==> src/rtl/c3lib_nand_filt_lcell_if.sv <==
// rtl/c3lib_nand_filt_lcell_if.sv - control/status bundle for the filtered NAND bank
// The master side drives enable and NAND inputs; the slave side returns filtered results.
interface c3lib_nand_filt_lcell_if #(
    parameter int WIDTH  = 1,
    parameter int NUM_IN = 2
);
    logic                    en;
    logic [NUM_IN*WIDTH-1:0] in_vec;
    logic [WIDTH-1:0]        out;
    logic [WIDTH-1:0]        out_chg;
    logic                    stable;

    modport master (
        output en,
        output in_vec,
        input  out,
        input  out_chg,
        input  stable
    );

    modport slave (
        input  en,
        input  in_vec,
        output out,
        output out_chg,
        output stable
    );
endinterface

==> src/rtl/c3lib_nand_filt_lcell.sv <==
// rtl/c3lib_nand_filt_lcell.sv - WIDTH-bit bank of NUM_IN-input NANDs with per-bit deglitch filter
// Each out bit follows its NAND only after the new value has held for FILT_CYCLES clocks.
module c3lib_nand_filt_lcell #(
    parameter int   WIDTH       = 1,
    parameter int   NUM_IN      = 2,
    parameter int   FILT_CYCLES = 2,
    parameter logic RST_VAL     = 1'b1
) (
    input  logic                  clk,
    input  logic                  rst_n,
    c3lib_nand_filt_lcell_if.slave bus
);

    localparam int CW = (FILT_CYCLES < 1) ? 1 : $clog2(FILT_CYCLES + 1);
    localparam logic [CW-1:0] CNT_LAST = CW'(FILT_CYCLES - 1);

    if (NUM_IN < 2) begin : g_bad_num_in
        $error("c3lib_nand_filt_lcell: NUM_IN must be at least 2");
    end
    if (FILT_CYCLES < 1) begin : g_bad_filt
        $error("c3lib_nand_filt_lcell: FILT_CYCLES must be at least 1");
    end

    logic [WIDTH-1:0] and_acc;
    logic [WIDTH-1:0] raw;
    logic [WIDTH-1:0] out_q;
    logic [WIDTH-1:0] chg_q;
    logic             stable_q;
    logic [CW-1:0]    cnt     [WIDTH];
    logic [CW-1:0]    cnt_nxt [WIDTH];
    logic [WIDTH-1:0] out_nxt;
    logic [WIDTH-1:0] chg_nxt;
    logic [WIDTH-1:0] pend_nxt;

    // Input i of every bit occupies one contiguous WIDTH-wide slice of in_vec.
    always_comb begin
        and_acc = '1;
        for (int i = 0; i < NUM_IN; i++) begin
            and_acc = and_acc & bus.in_vec[i*WIDTH +: WIDTH];
        end
    end

    assign raw = ~and_acc;

    always_comb begin
        out_nxt  = out_q;
        chg_nxt  = '0;
        pend_nxt = '0;
        for (int b = 0; b < WIDTH; b++) begin
            cnt_nxt[b] = '0;
            // Disagreement only advances the count; the terminal count commits it.
            if (bus.en && (raw[b] != out_q[b])) begin
                if (cnt[b] >= CNT_LAST) begin
                    out_nxt[b] = raw[b];
                    chg_nxt[b] = 1'b1;
                end else begin
                    cnt_nxt[b] = cnt[b] + 1'b1;
                end
            end
            pend_nxt[b] = |cnt_nxt[b];
        end
    end

    always_ff @(posedge clk or negedge rst_n) begin
        if (!rst_n) begin
            out_q    <= {WIDTH{RST_VAL}};
            chg_q    <= '0;
            stable_q <= 1'b1;
            for (int b = 0; b < WIDTH; b++) begin
                cnt[b] <= '0;
            end
        end else begin
            out_q    <= out_nxt;
            chg_q    <= chg_nxt;
            stable_q <= ~|pend_nxt;
            for (int b = 0; b < WIDTH; b++) begin
                cnt[b] <= cnt_nxt[b];
            end
        end
    end

    assign bus.out     = out_q;
    assign bus.out_chg = chg_q;
    assign bus.stable  = stable_q;

endmodule

==> src/flat_wrapper.sv <==
// flat-port wrapper written by rule: the top's interface ports become plain ports
module c3lib_nand_filt_lcell_flat 
#(
    parameter int   WIDTH       = 1,
    parameter int   NUM_IN      = 2,
    parameter int   FILT_CYCLES = 2,
    parameter logic RST_VAL     = 1'b1
)
  (clk, rst_n, bus_en, bus_in_vec, bus_out, bus_out_chg, bus_stable);
  c3lib_nand_filt_lcell_if #(.WIDTH(WIDTH), .NUM_IN(NUM_IN)) bus_i ();
  input  logic clk;
  input  logic rst_n;
  input wire logic [$bits(bus_i.en)-1:0] bus_en;
  input wire logic [$bits(bus_i.in_vec)-1:0] bus_in_vec;
  output wire logic [$bits(bus_i.out)-1:0] bus_out;
  output wire logic [$bits(bus_i.out_chg)-1:0] bus_out_chg;
  output wire logic [$bits(bus_i.stable)-1:0] bus_stable;
  assign bus_i.en = bus_en;
  assign bus_i.in_vec = bus_in_vec;
  assign bus_out = bus_i.out;
  assign bus_out_chg = bus_i.out_chg;
  assign bus_stable = bus_i.stable;
  c3lib_nand_filt_lcell #(.WIDTH(WIDTH), .NUM_IN(NUM_IN), .FILT_CYCLES(FILT_CYCLES), .RST_VAL(RST_VAL)) u_core (.clk(clk), .rst_n(rst_n), .bus(bus_i));
endmodule
==> config.mk <==
export PLATFORM = sky130hd
export DESIGN_NAME = c3lib_nand_filt_lcell_flat
export DESIGN_NICKNAME = d
export VERILOG_FILES = /design/src/rtl/c3lib_nand_filt_lcell_if.sv /design/src/rtl/c3lib_nand_filt_lcell.sv /design/src/flat_wrapper.sv
export SDC_FILE = /design/constraint.sdc
export NUM_CORES = 1
export LEC_CHECK = 0
export BUFFER_PORTS_ARGS = -buffer_cell sky130_fd_sc_hd__buf_2
export CAP_MARGIN = 40
export CORE_AREA = 4 4 41 43
export DETAILED_ROUTE_END_ITERATION = 10
export DIE_AREA = 0 0 45 47
export MAX_ROUTING_LAYER = met4
export PLACE_DENSITY_LB_ADDON = 0.12
export SYNTH_ARGS = -nofsm -noshare
export SYNTH_HDL_FRONTEND = slang
export SYNTH_SLANG_ARGS = --single-unit
==> constraint.sdc <==
create_clock -name clk -period 1.45 [get_ports clk]
set_input_delay 0 -clock clk [delete_from_list [all_inputs] [get_ports clk]]
set_output_delay 0 -clock clk [all_outputs]
set_load 0.02 [all_outputs]
## Word-level counts from Yosys, hierarchy flattened

Cells that the tools add are included.

| storage, ports and cells | value |
|---|---|
| register bits | 5 |
| input bits | 5 |
| output and inout bits | 3 |
| word-level logic and storage cells | 17 |

| operators by class | value |
|---|---|
| add/sub/neg operators | 1 |
| $lt $le $gt $ge | 1 |
| equal/unequal tests | 1 |
| muxes and demuxes | 4 |
| bitwise gates (word level) | 2 |
| reductions and logical operators | 4 |

Operators with widths:

| operator | number |
|---|---|
| 2-bit 2-to-1 mux | 2 |
| 2-bit by 1-bit adder with 2-bit output, second input constant | 1 |
| 2-bit by 1-bit greater-or-equal comparator with 1-bit output, second input constant | 1 |
| 1-bit 2-to-1 mux | 2 |
| 2-bit AND reduction | 1 |
| 2-bit OR reduction | 1 |
| 1-bit bitwise AND | 1 |
| 1-bit logical AND | 1 |
| 1-bit zero test | 1 |
| 1-bit != test | 1 |
| 1-bit NOT | 1 |

## Logic depth before layout (Yosys ltp)

Gate-level depths: netlist of the first run.

| logic depth | value |
|---|---|
| depth after elaboration | 7 |
| depth in mapped cells | 4 |

## Least setup slack after synthesis of the first run

Ideal clock, no wire load.

| timing | value |
|---|---|
| kind | flip-flop to flip-flop |
| start | register u_core.out_q (netlist: u_core.bus.out) |
| end | register u_core.stable_q (netlist: u_core.bus.stable) |
| library setup time | 0.083 ns |
| data arrival time | 1.070 ns |
| setup slack | 0.297 ns |
| cell stages (with the launch flop) | 3 |
| period minus slack after synthesis | 1.153 ns |
| path through | dfstp_2 -> nand3_1 -> a221o_1 |

| on the way | value |
|---|---|
| longest elaborated chain between the ends | 5 |

RTL lines:

| what | RTL line | RTL |
|---|---|---|
| start: declaration | c3lib_nand_filt_lcell.sv:26 | `logic [WIDTH-1:0] out_q;` |
| start signal: assignment | c3lib_nand_filt_lcell.sv:66 | `out_q <= {WIDTH{RST_VAL}};` |
| start signal: assignment | c3lib_nand_filt_lcell.sv:73 | `out_q <= out_nxt;` |
| 1-bit != test | c3lib_nand_filt_lcell.sv:52 | `if (bus.en && (raw[b] != out_q[b])) begin` |
| 1-bit logical AND | c3lib_nand_filt_lcell.sv:52 |  |
| 2-bit 2-to-1 mux | c3lib_nand_filt_lcell.sv:52 |  |
| 2-bit OR reduction | c3lib_nand_filt_lcell.sv:60 | `pend_nxt[b] = \|cnt_nxt[b];` |
| 1-bit zero test | c3lib_nand_filt_lcell.sv:75 | `stable_q <= ~\|pend_nxt;` |
| end signal: assignment | c3lib_nand_filt_lcell.sv:75 |  |
| end: declaration | c3lib_nand_filt_lcell.sv:28 | `logic stable_q;` |

No other way between the ends.
A chain may end at the register's enable or synchronous reset.

## Worst setup path in the final report of the first run

| timing | value |
|---|---|
| start | register u_core.cnt[0] in the netlist's numbering |
| end | register u_core.out_q (netlist: u_core.bus.out) |

| on the way | value |
|---|---|
| longest elaborated chain between the ends | 2 |

RTL lines:

| what | RTL line | RTL |
|---|---|---|
| start: declaration | c3lib_nand_filt_lcell.sv:29 | `logic [CW-1:0] cnt [WIDTH];` |
| start signal: indexed assignment | c3lib_nand_filt_lcell.sv:77 | `cnt[b] <= cnt_nxt[b];` |
| 2-bit by 1-bit greater-or-equal comparator with 1-bit output | c3lib_nand_filt_lcell.sv:53 | `if (cnt[b] >= CNT_LAST) begin` |
| 2-bit AND reduction (no source line) | n/a |  |

No other way between the ends.

==> results.yml, run 1 <==
outcome:
  outcome: "completed"
grt:
  grt-ovfl-total: 0
  grt_pass1_vias: 170
  grt_use_total: 0.0565
  grt_max_degree: 6
  grt_pass1_wl_um: 676
  antenna_found_initial: 0
detailed_routing:
  vias_per_cell: 3.88
  wl_per_cell_um: 9.00
  drc: 0
  drtPass1Iterations: 2
  num_vias: 186
  wirelength_um: 432
  ant_nets: 0
  first_iter_violations: 3
sta:
  drv_slew: 0
  grt_setup_unrepaired: "false"
  hold_violations: 0
  fmax_mhz: 878
  period_share: 0.786
  skew_ps: 2.26
  post-route-min-period_ps: 1140
  tns_ps: 0
  tightest_slew_ps: 228
  setup_ws_ps: 311
  slew-limit-headroom: 0.847
  report.final.setup_viol: 0
  worst_hold_slack_ps: 54.5
power:
  total_power_mw: 0.535
  max-vdd-ir-drop_uv: 641
  power.density_nw_per_um2: 1630
  p_leak_nw: 0.155
setup_path:
  cp_num_buf_inv: 1
  path_cells: "inv_1 -> ha_1 -> nor2b_1 -> mux2_2"
  end_kind: "flop"
  path_class: "reg -> reg"
  crit_fanout: 3
  rr_worst_depth: 4
  r2r-start: "u_core.cnt[0]$_DFF_PN0_"
  start_kind: "flop"
  worst_r2r_endpoint: "u_core.bus.out$_DFFE_PN1P_"
  critical-path-top-delay-family: "multiplexers"
  critPathRequiredTime_ps: 1620
  cp_slowest_cell: "mux2_2"
  r2r_slack_ps: 310
  cp_num_cells: 4
  arrival_ps: 1310
  cpPeakStageDelay_ps: 340
place:
  portBuffers: 7
  dpl-instance-area_sq_um: 293
  dpl.cell_count: 43
  place.gp.congestion: 0.675
  dp_slack_ps: 312
yosys:
  synth_cells: 21
  ys_top_cells_by_area: "dfrtp_1 (31%), dfstp_2 (22%), ha_1 (10%), a211oi_1 (9.4%), inv_1 (6.3%)"
  ys_async_sr_fraction: 1.00
  synthFlopType: "dfrtp_1"
  yosys.cell_count.top_type: "inv_1"
  synth-seq-cells: 5
  yosysWarnings: 0
  synthesis.nets: 28
  synth_common_cells: "inv_1 (4), a211oi_1 (3), dfrtp_1 (3)"
  synth_top_area_frac: 0.314
  syn-cell-area_sq_um: 239
  syn_avg_cell_area_sq_um: 11.4
  synth_edf_count: 0
  yosysTopAreaCell: "dfrtp_1"
  yosysSeqAreaShare: 0.534
  synth_cell_types: 11
cells_and_area:
  area.growth.synth_to_final_pct: 37.7
  antennaDiodeCount: 0
  final_util: 0.253
  finish.instance_area_sq_um: 329
  fin_nets: 41
  fin_cells: 48
  multi_input_area_sq_um: 96.3
  fill_cells: 158
  final-seq-area_sq_um: 128
  drive_gt1_frac: 0.424
cts:
  htree_levels: 1
  ctsResizeCount: 0
  cts.path.max_buffers: 2
  worstSkewPairLatency_ps: 240
  tritoncts: "built"
  path_clk_slew_ps: 40
  post-cts-setup-buffers: 0
  cts_buffers: 3
  cts_hold_buffers: 1
  ctsRootBufferMaster: "clkbuf_4"
  cts.sink_count: 5
run:
  drv_cap: 0
floorplanning:
  die-area_sq_um: 2120
  core_sq_um: 1300
  num_rows: 13
  io_pins: 8
  fp.dieH_um: 47
  die_w_um: 45
  initial_utilization: 0.184
hold_path:
  whs_path_depth: 3
  hold_start: "bus_en"
  hp-class: "in -> reg"
  min_to: "u_core.cnt[0]$_DFF_PN0_"
## logic make-up (layout without fill, tap and decap cells)
group	Yosys count	after routing	share of synthesized area
mux	1	1	0.0471
fa+ha+maj	2	2	0.105
compound gates	5	5	0.173
simple gates	4	4	0.0785
flops	5	5	0.534
buf+inv	4	16	0.0628
## cell type report
cell class,instances,area share
tap,15,0.0570
clock buffer,4,0.0798
sequential,5,0.388
timing repair buffer,8,0.137
multi-input combinational,12,0.293
inverter,4,0.0456
## how the worst max path moves through the flow
stage / start / end
6_report: u_core.cnt[0]$_DFF_PN0_ / u_core.bus.out$_DFFE_PN1P_
5_1_grt: u_core.cnt[0]$_DFF_PN0_ / u_core.bus.out$_DFFE_PN1P_
4_1_cts: u_core.cnt[0]$_DFF_PN0_ / u_core.bus.out$_DFFE_PN1P_
3_5_place_dp: u_core.cnt[0]$_DFF_PN0_ / u_core.bus.out$_DFFE_PN1P_
3_3_place_gp: u_core.cnt[0]$_DFF_PN0_ / u_core.bus.out$_DFFE_PN1P_
2_1_floorplan: u_core.bus.out$_DFFE_PN1P_ / u_core.bus.stable$_DFF_PN1_
## layer usage
layer	wire (um)	share of wire	GRT usage	up-vias
li1	-	-	-	96
met5	0	0	-	-
met1	175	0.41	0.0483	79
met3	54	0.13	0.0575	4
met4	17	0.039	0.0526	0
met2	185	0.43	0.0678	7
## where the power goes
group	switching [mW]	total, mW	internal [mW]
clock	0.0566	0.161	0.104
sequential	0.0159	0.204	0.188
combinational	0.0990	0.171	0.0716
## state kept, by name, indices dropped and copies added, names as in the netlist
| name | cells |
|---|---|
| u_core.bus.out | 1 |
| u_core.bus.out_chg | 1 |
| u_core.cnt | 2 |
| u_core.bus.stable | 1 |
## worst register-to-register path, stage by stage (launching register included)
cell and delay (ps):
dfrtp_1 320, inv_1 50, ha_1 230, nor2b_1 130, mux2_2 340
## cells in the final DEF (no fill, tap or decap), types with 2 or more instances in the layout
cell type	count
clkbuf_4	3
nand2_1	2
dfstp_2	2
buf_2	7
ha_1	2
a211oi_1	3
dfrtp_1	3
inv_1	4
No activity file was read; power rests on OpenSTA's default activity.
==> run 2, diff against run 1 <==
==> constraint.sdc (replaced) <==
create_clock -name clk -period 0.9 [get_ports clk]
set_input_delay 0 -clock clk [delete_from_list [all_inputs] [get_ports clk]]
set_output_delay 0 -clock clk [all_outputs]
set_load 0.02 [all_outputs]
==> run 2 against run 1 <==
The flow now finishes with violations (negative setup slack). Via count increased by 5.4%. Global-route usage increased by 0.65 points. Utilization increased by 4.3 points. Flip-flop and latch count unchanged. Critical path depth decreased by 2. Maximum frequency increased by 7.5%. Power increased by 95%. Die area unchanged. Sequential share of layout area decreased by 5.7 points. Hold slack improved by 16 ps. Clock skew decreased by 2.1 ps. Cell area increased by 17%. Critical path type unchanged.
==> results.yml, run 2 (synthesized netlist as in run 1, its figures left out) <==
power:
  internal_power_mw: 0.687
  seqPwrFrac: 0.339
  power.density_nw_per_um2: 2710
  pwr-share-comb: 0.397
  p_leak_nw: 0.175
  p_sw_frac: 0.342
  pwr-share-clk: 0.264
  p_switching_mw: 0.357
  max-vdd-ir-drop_uv: 985
setup_path:
  crit_fanout: 4
  critPathRequiredTime_ps: 1070
  arrival_ps: 1230
  start_kind: "flop"
  path_class: "reg -> reg"
  end_kind: "flop"
sta:
  drv_slew: 0
  tns_ps: -642
  skew_ps: 0.198
  tightest_slew_ps: 221
  period_share: 1.18
  post-route-min-period_ps: 1060
  worst_hold_slack_ps: 70.5
  report.final.setup_viol: 6
  fmax_mhz: 944
  setup_ws_ps: -160
  hold_violations: 0
  grt_setup_unrepaired: "true"
  slew-limit-headroom: 0.852
place:
  dpl-instance-area_sq_um: 300
  place.gp.congestion: 0.690
  dp_hpwl_um: 389
  dp_slack_ps: -212
  portBuffers: 7
cells_and_area:
  drive_gt1_frac: 0.636
  fin_nets: 41
  layout_commonest_cell: "buf_2"
  finish.instance_area_sq_um: 385
  final_cell_mix: "buf_2 (5), clkbuf_4 (3), dfrtp_1 (3)"
  antennaDiodeCount: 0
  area.growth.synth_to_final_pct: 61.3
  largest_reg_flops: 2
  regMostFlops: "u_core.cnt"
grt:
  antenna_found_initial: 0
  grt_pass1_wl_um: 807
  grt-ovfl-total: 0
  grt_pass1_vias: 204
  grt_max_degree: 6
  grt_use_total: 0.0630
outcome:
  outcome: "complete, but fails checks"
  failed_checks: "negative setup slack"
floorplanning:
  num_rows: 13
  fp.dieH_um: 47
  core_sq_um: 1300
  die-area_sq_um: 2120
  io_pins: 8
  die_w_um: 45
  initial_utilization: 0.184
cts:
  cts.sink_count: 5
  tritoncts: "built"
  worstSkewPairLatency_ps: 250
  htree_levels: 1
  cts_buffers: 3
  ctsRootBufferMaster: "clkbuf_4"
  path_clk_slew_ps: 50
  cts.path.max_buffers: 2
detailed_routing:
  num_vias: 196
  vias_per_cell: 4.08
  drtPass1Iterations: 3
  first_iter_violations: 1
  drc: 0
  wl_per_cell_um: 11.0
  wirelength_um: 528
  ant_nets: 0
run:
  drv_cap: 0
hold_path:
  hp-class: "in -> reg"
==> run 2: cell counts in the layout (fill, tap and decap cells not counted) <==
No cell type changed its count.
==> run 2: area by class of cell <==
cell class                      count  area [sq um]
Clock buffer                        4          26.3
Fill cell                         147           916
Inverter                            4          15.0
Multi-Input combinational cell     12           140
Sequential cell                     5           128
Tap cell                           15          18.8
Timing Repair Buffer                8          57.6
==> run 2: power groups by stage <==
| stage | Sequential (mW) | Clock (mW) | Combinational [mW] |
|---|---|---|---|
| CTS | 0.352 | 0.281 | 0.397 |
| floorplan | 0.388 | 0 | 0.147 |
| global route | 0.359 | 0.297 | 0.444 |
| global placement | 0.334 | 0 | 0.285 |
| finish | 0.354 | 0.275 | 0.414 |
| detailed placement | 0.340 | 0 | 0.283 |
==> run 2: final timing paths <==
check | start | endpoint | slack [ps] | cells after the start
setup / recovery | u_core.bus.out$_DFFE_PN1P_ | u_core.bus.stable$_DFF_PN1_ | -160 | 2
hold / removal | bus_in_vec[1] | u_core.cnt[0]$_DFF_PN0_ | 70 | 3
hold reg to reg | u_core.bus.out$_DFFE_PN1P_ | u_core.cnt[0]$_DFF_PN0_ | 570 | 2
min in group asynchronous | rst_n | u_core.bus.out_chg$_DFF_PN0_ | 100 | 2
setup reg to reg | u_core.bus.out$_DFFE_PN1P_ | u_core.bus.stable$_DFF_PN1_ | -160 | 2
max in group asynchronous | rst_n | u_core.bus.out$_DFFE_PN1P_ | 590 | 2
==> run 2: through the flow <==
stage,cells,power (mW),util
global route,48,1.10,0.296
CTS,48,1.03,0.289
global placement,43,0.619,0.231
floorplan,21,0.535,-
finish,48,1.04,0.296
detailed placement,43,0.623,0.231
==> run 2: repair_timing <==
action | 4_1_cts | 5_1_grt
setup buffers | 0 | 0
gates cloned | 0 | 0
resized for setup | 11 | 2
endpoints found under the hold margin | 5 | 0
hold buffers | 1 | 0
pin swaps | 5 | 1
endpoints found under the setup margin | 7 | 7
==> run 2: critical path, cell delays in order (launching register included) <==
cell     delay, ps
dfstp_2        580
nand3_4         90
a221o_1        320
==> run 2: metal layers <==
| layer | vias to the layer above | global-route usage | share of wire |
|---|---|---|---|
| met3 | 4 | 0 | 0.040 |
| met4 | 0 | 0.105 | 0.070 |
| li1 | 96 | - | - |
| met1 | 88 | 0.0688 | 0.43 |
| met2 | 8 | 0.0819 | 0.46 |
| met5 | - | - | 0 |
==> run 3, diff against run 2 <==
--- a/config.mk
+++ b/config.mk
@@ -12,6 +12,7 @@
 export DIE_AREA = 0 0 45 47
 export MAX_ROUTING_LAYER = met4
 export PLACE_DENSITY_LB_ADDON = 0.12
+export REMOVE_ABC_BUFFERS = 1
 export SYNTH_ARGS = -nofsm -noshare
 export SYNTH_HDL_FRONTEND = slang
 export SYNTH_SLANG_ARGS = --single-unit
==> run 3 against run 2 <==
The run still ends with negative setup slack left. Global-route usage increased by 0.68 points. Die area unchanged. Clock power decreased by 7.6%. Routed wire length increased by 0.57%. Flip-flop and latch count unchanged. Clock skew increased by 1.0 ps. Utilization increased by 0.96 points. Count of clock-buffer cells in the layout unchanged.
==> results.yml, run 3 (synthesized netlist as in run 1, its figures left out) <==
outcome:
  outcome: "complete, but fails checks"
  failed_checks: "negative setup slack"
sta:
  worst_hold_slack_ps: 73.1
  period_share: 1.21
  slew-limit-headroom: 0.862
  report.final.setup_viol: 6
  hold_violations: 0
  tns_ps: -707
  skew_ps: 1.24
  grt_setup_unrepaired: "true"
  tightest_slew_ps: 205
  post-route-min-period_ps: 1090
  setup_ws_ps: -186
  drv_slew: 0
  fmax_mhz: 921
setup_path:
  critPathRequiredTime_ps: 1060
  path_cells: "buf_6 -> a21o_4 -> a221o_1"
  rr_worst_depth: 3
  end_kind: "flop"
  arrival_ps: 1250
  cp_num_cells: 3
  cp_num_buf_inv: 1
  start_kind: "flop"
  crit_fanout: 4
  cp_slowest_cell: "dfstp_2"
  path_class: "reg -> reg"
  cpPeakStageDelay_ps: 380
  critical-path-top-delay-family: "compound AO/OA/AOI/OAI gates"
power:
  max-vdd-ir-drop_uv: 1080
  pwr-share-comb: 0.446
  p_switching_mw: 0.346
  p_leak_nw: 0.181
  power.density_nw_per_um2: 2720
  total_power_mw: 1.08
  pwr-share-clk: 0.235
  internal_power_mw: 0.735
  p_sw_frac: 0.320
  seqPwrFrac: 0.318
place:
  dp_slack_ps: -249
  portBuffers: 7
  place.gp.congestion: 0.730
  dp_hpwl_um: 415
  dpl.cell_count: 44
  dpl-instance-area_sq_um: 300
cells_and_area:
  final_util: 0.306
  antennaDiodeCount: 0
  fin_cells: 49
  finish.instance_area_sq_um: 398
  regMostFlops: "u_core.cnt"
  final_cell_mix: "buf_2 (5), a211oi_1 (3), clkbuf_4 (3), buf_6 (3), dfrtp_1 (3)"
  layout_commonest_cell: "buf_2"
  area.growth.synth_to_final_pct: 66.5
  fin_nets: 42
  drive_gt1_frac: 0.618
  largest_reg_flops: 2
detailed_routing:
  num_vias: 199
  first_iter_violations: 1
  ant_nets: 0
  vias_per_cell: 4.06
  drc: 0
  wl_per_cell_um: 10.8
  wirelength_um: 531
  drtPass1Iterations: 2
run:
  drv_cap: 0
floorplanning:
  die-area_sq_um: 2120
  fp.dieH_um: 47
  core_sq_um: 1300
  initial_utilization: 0.184
  num_rows: 13
  die_w_um: 45
  io_pins: 8
cts:
  cts.sink_count: 5
  cts_buffers: 3
  htree_levels: 1
  path_clk_slew_ps: 40
  cts.path.max_buffers: 2
  worstSkewPairLatency_ps: 240
  tritoncts: "built"
  post-cts-setup-buffers: 0
  ctsRootBufferMaster: "clkbuf_4"
grt:
  grt_max_degree: 6
  antenna_found_initial: 0
  grt_pass1_wl_um: 910
  grt_use_total: 0.0698
  grt_pass1_vias: 220
  grt-ovfl-total: 0
hold_path:
  hp-class: "in -> reg"
  whs_path_depth: 3
## run 3: cell types whose count changed in the layout (fill, tap and decap cells not counted)
cell	change
buf_6	+1
a21o_4	+1
a211oi_1	+1
a21o_2	-1
a211oi_2	-1
## run 3: path summary, 6_finish.rpt
path	start	endpoint	slack (ps)
max in group asynchronous	rst_n	u_core.bus.out$_DFFE_PN1P_	580
max reg2reg	u_core.bus.out$_DFFE_PN1P_	u_core.bus.stable$_DFF_PN1_	-190
min reg2reg	u_core.bus.out$_DFFE_PN1P_	u_core.cnt[0]$_DFF_PN0_	550
max	u_core.bus.out$_DFFE_PN1P_	u_core.bus.stable$_DFF_PN1_	-190
min	bus_en	u_core.cnt[1]$_DFF_PN0_	70
min in group asynchronous	rst_n	u_core.bus.out_chg$_DFF_PN0_	110
## run 3: power groups by stage
stage	logic [mW]	clock network (mW)	registers (mW)
floorplan	0.143	0	0.384
global placement	0.315	0	0.321
detailed placement	0.326	0	0.326
CTS	0.482	0.270	0.338
global route	0.518	0.284	0.348
finish	0.482	0.254	0.344
## run 3: worst min-delay path, stage by stage
cell and delay (ps):
buf_2 110, inv_1 100, a211oi_1 60
## run 3: cell type report
class,instances,area (sq um)
flip-flops and latches,5,128
multi-input cells,12,141
well taps,15,18.8
inverters,4,15.0
fillers,143,903
clock buffers,4,26.3
repair buffers,9,68.8
## run 3: repair_timing
| action | CTS | global route |
|---|---|---|
| endpoints found under the hold margin | 5 | 0 |
| gates resized for setup | 15 | 1 |
| endpoints found under the setup margin | 7 | 6 |
| hold buffers | 1 | 0 |
| pin swaps | 3 | 2 |
## run 3: layer usage
layer,wire length [um],up-vias,global-route usage
li1,-,98,-
met1,206,95,0.0648
met2,279,6,0.102
met3,45,0,0.0575
met4,0,0,0.0351
met5,0,-,-
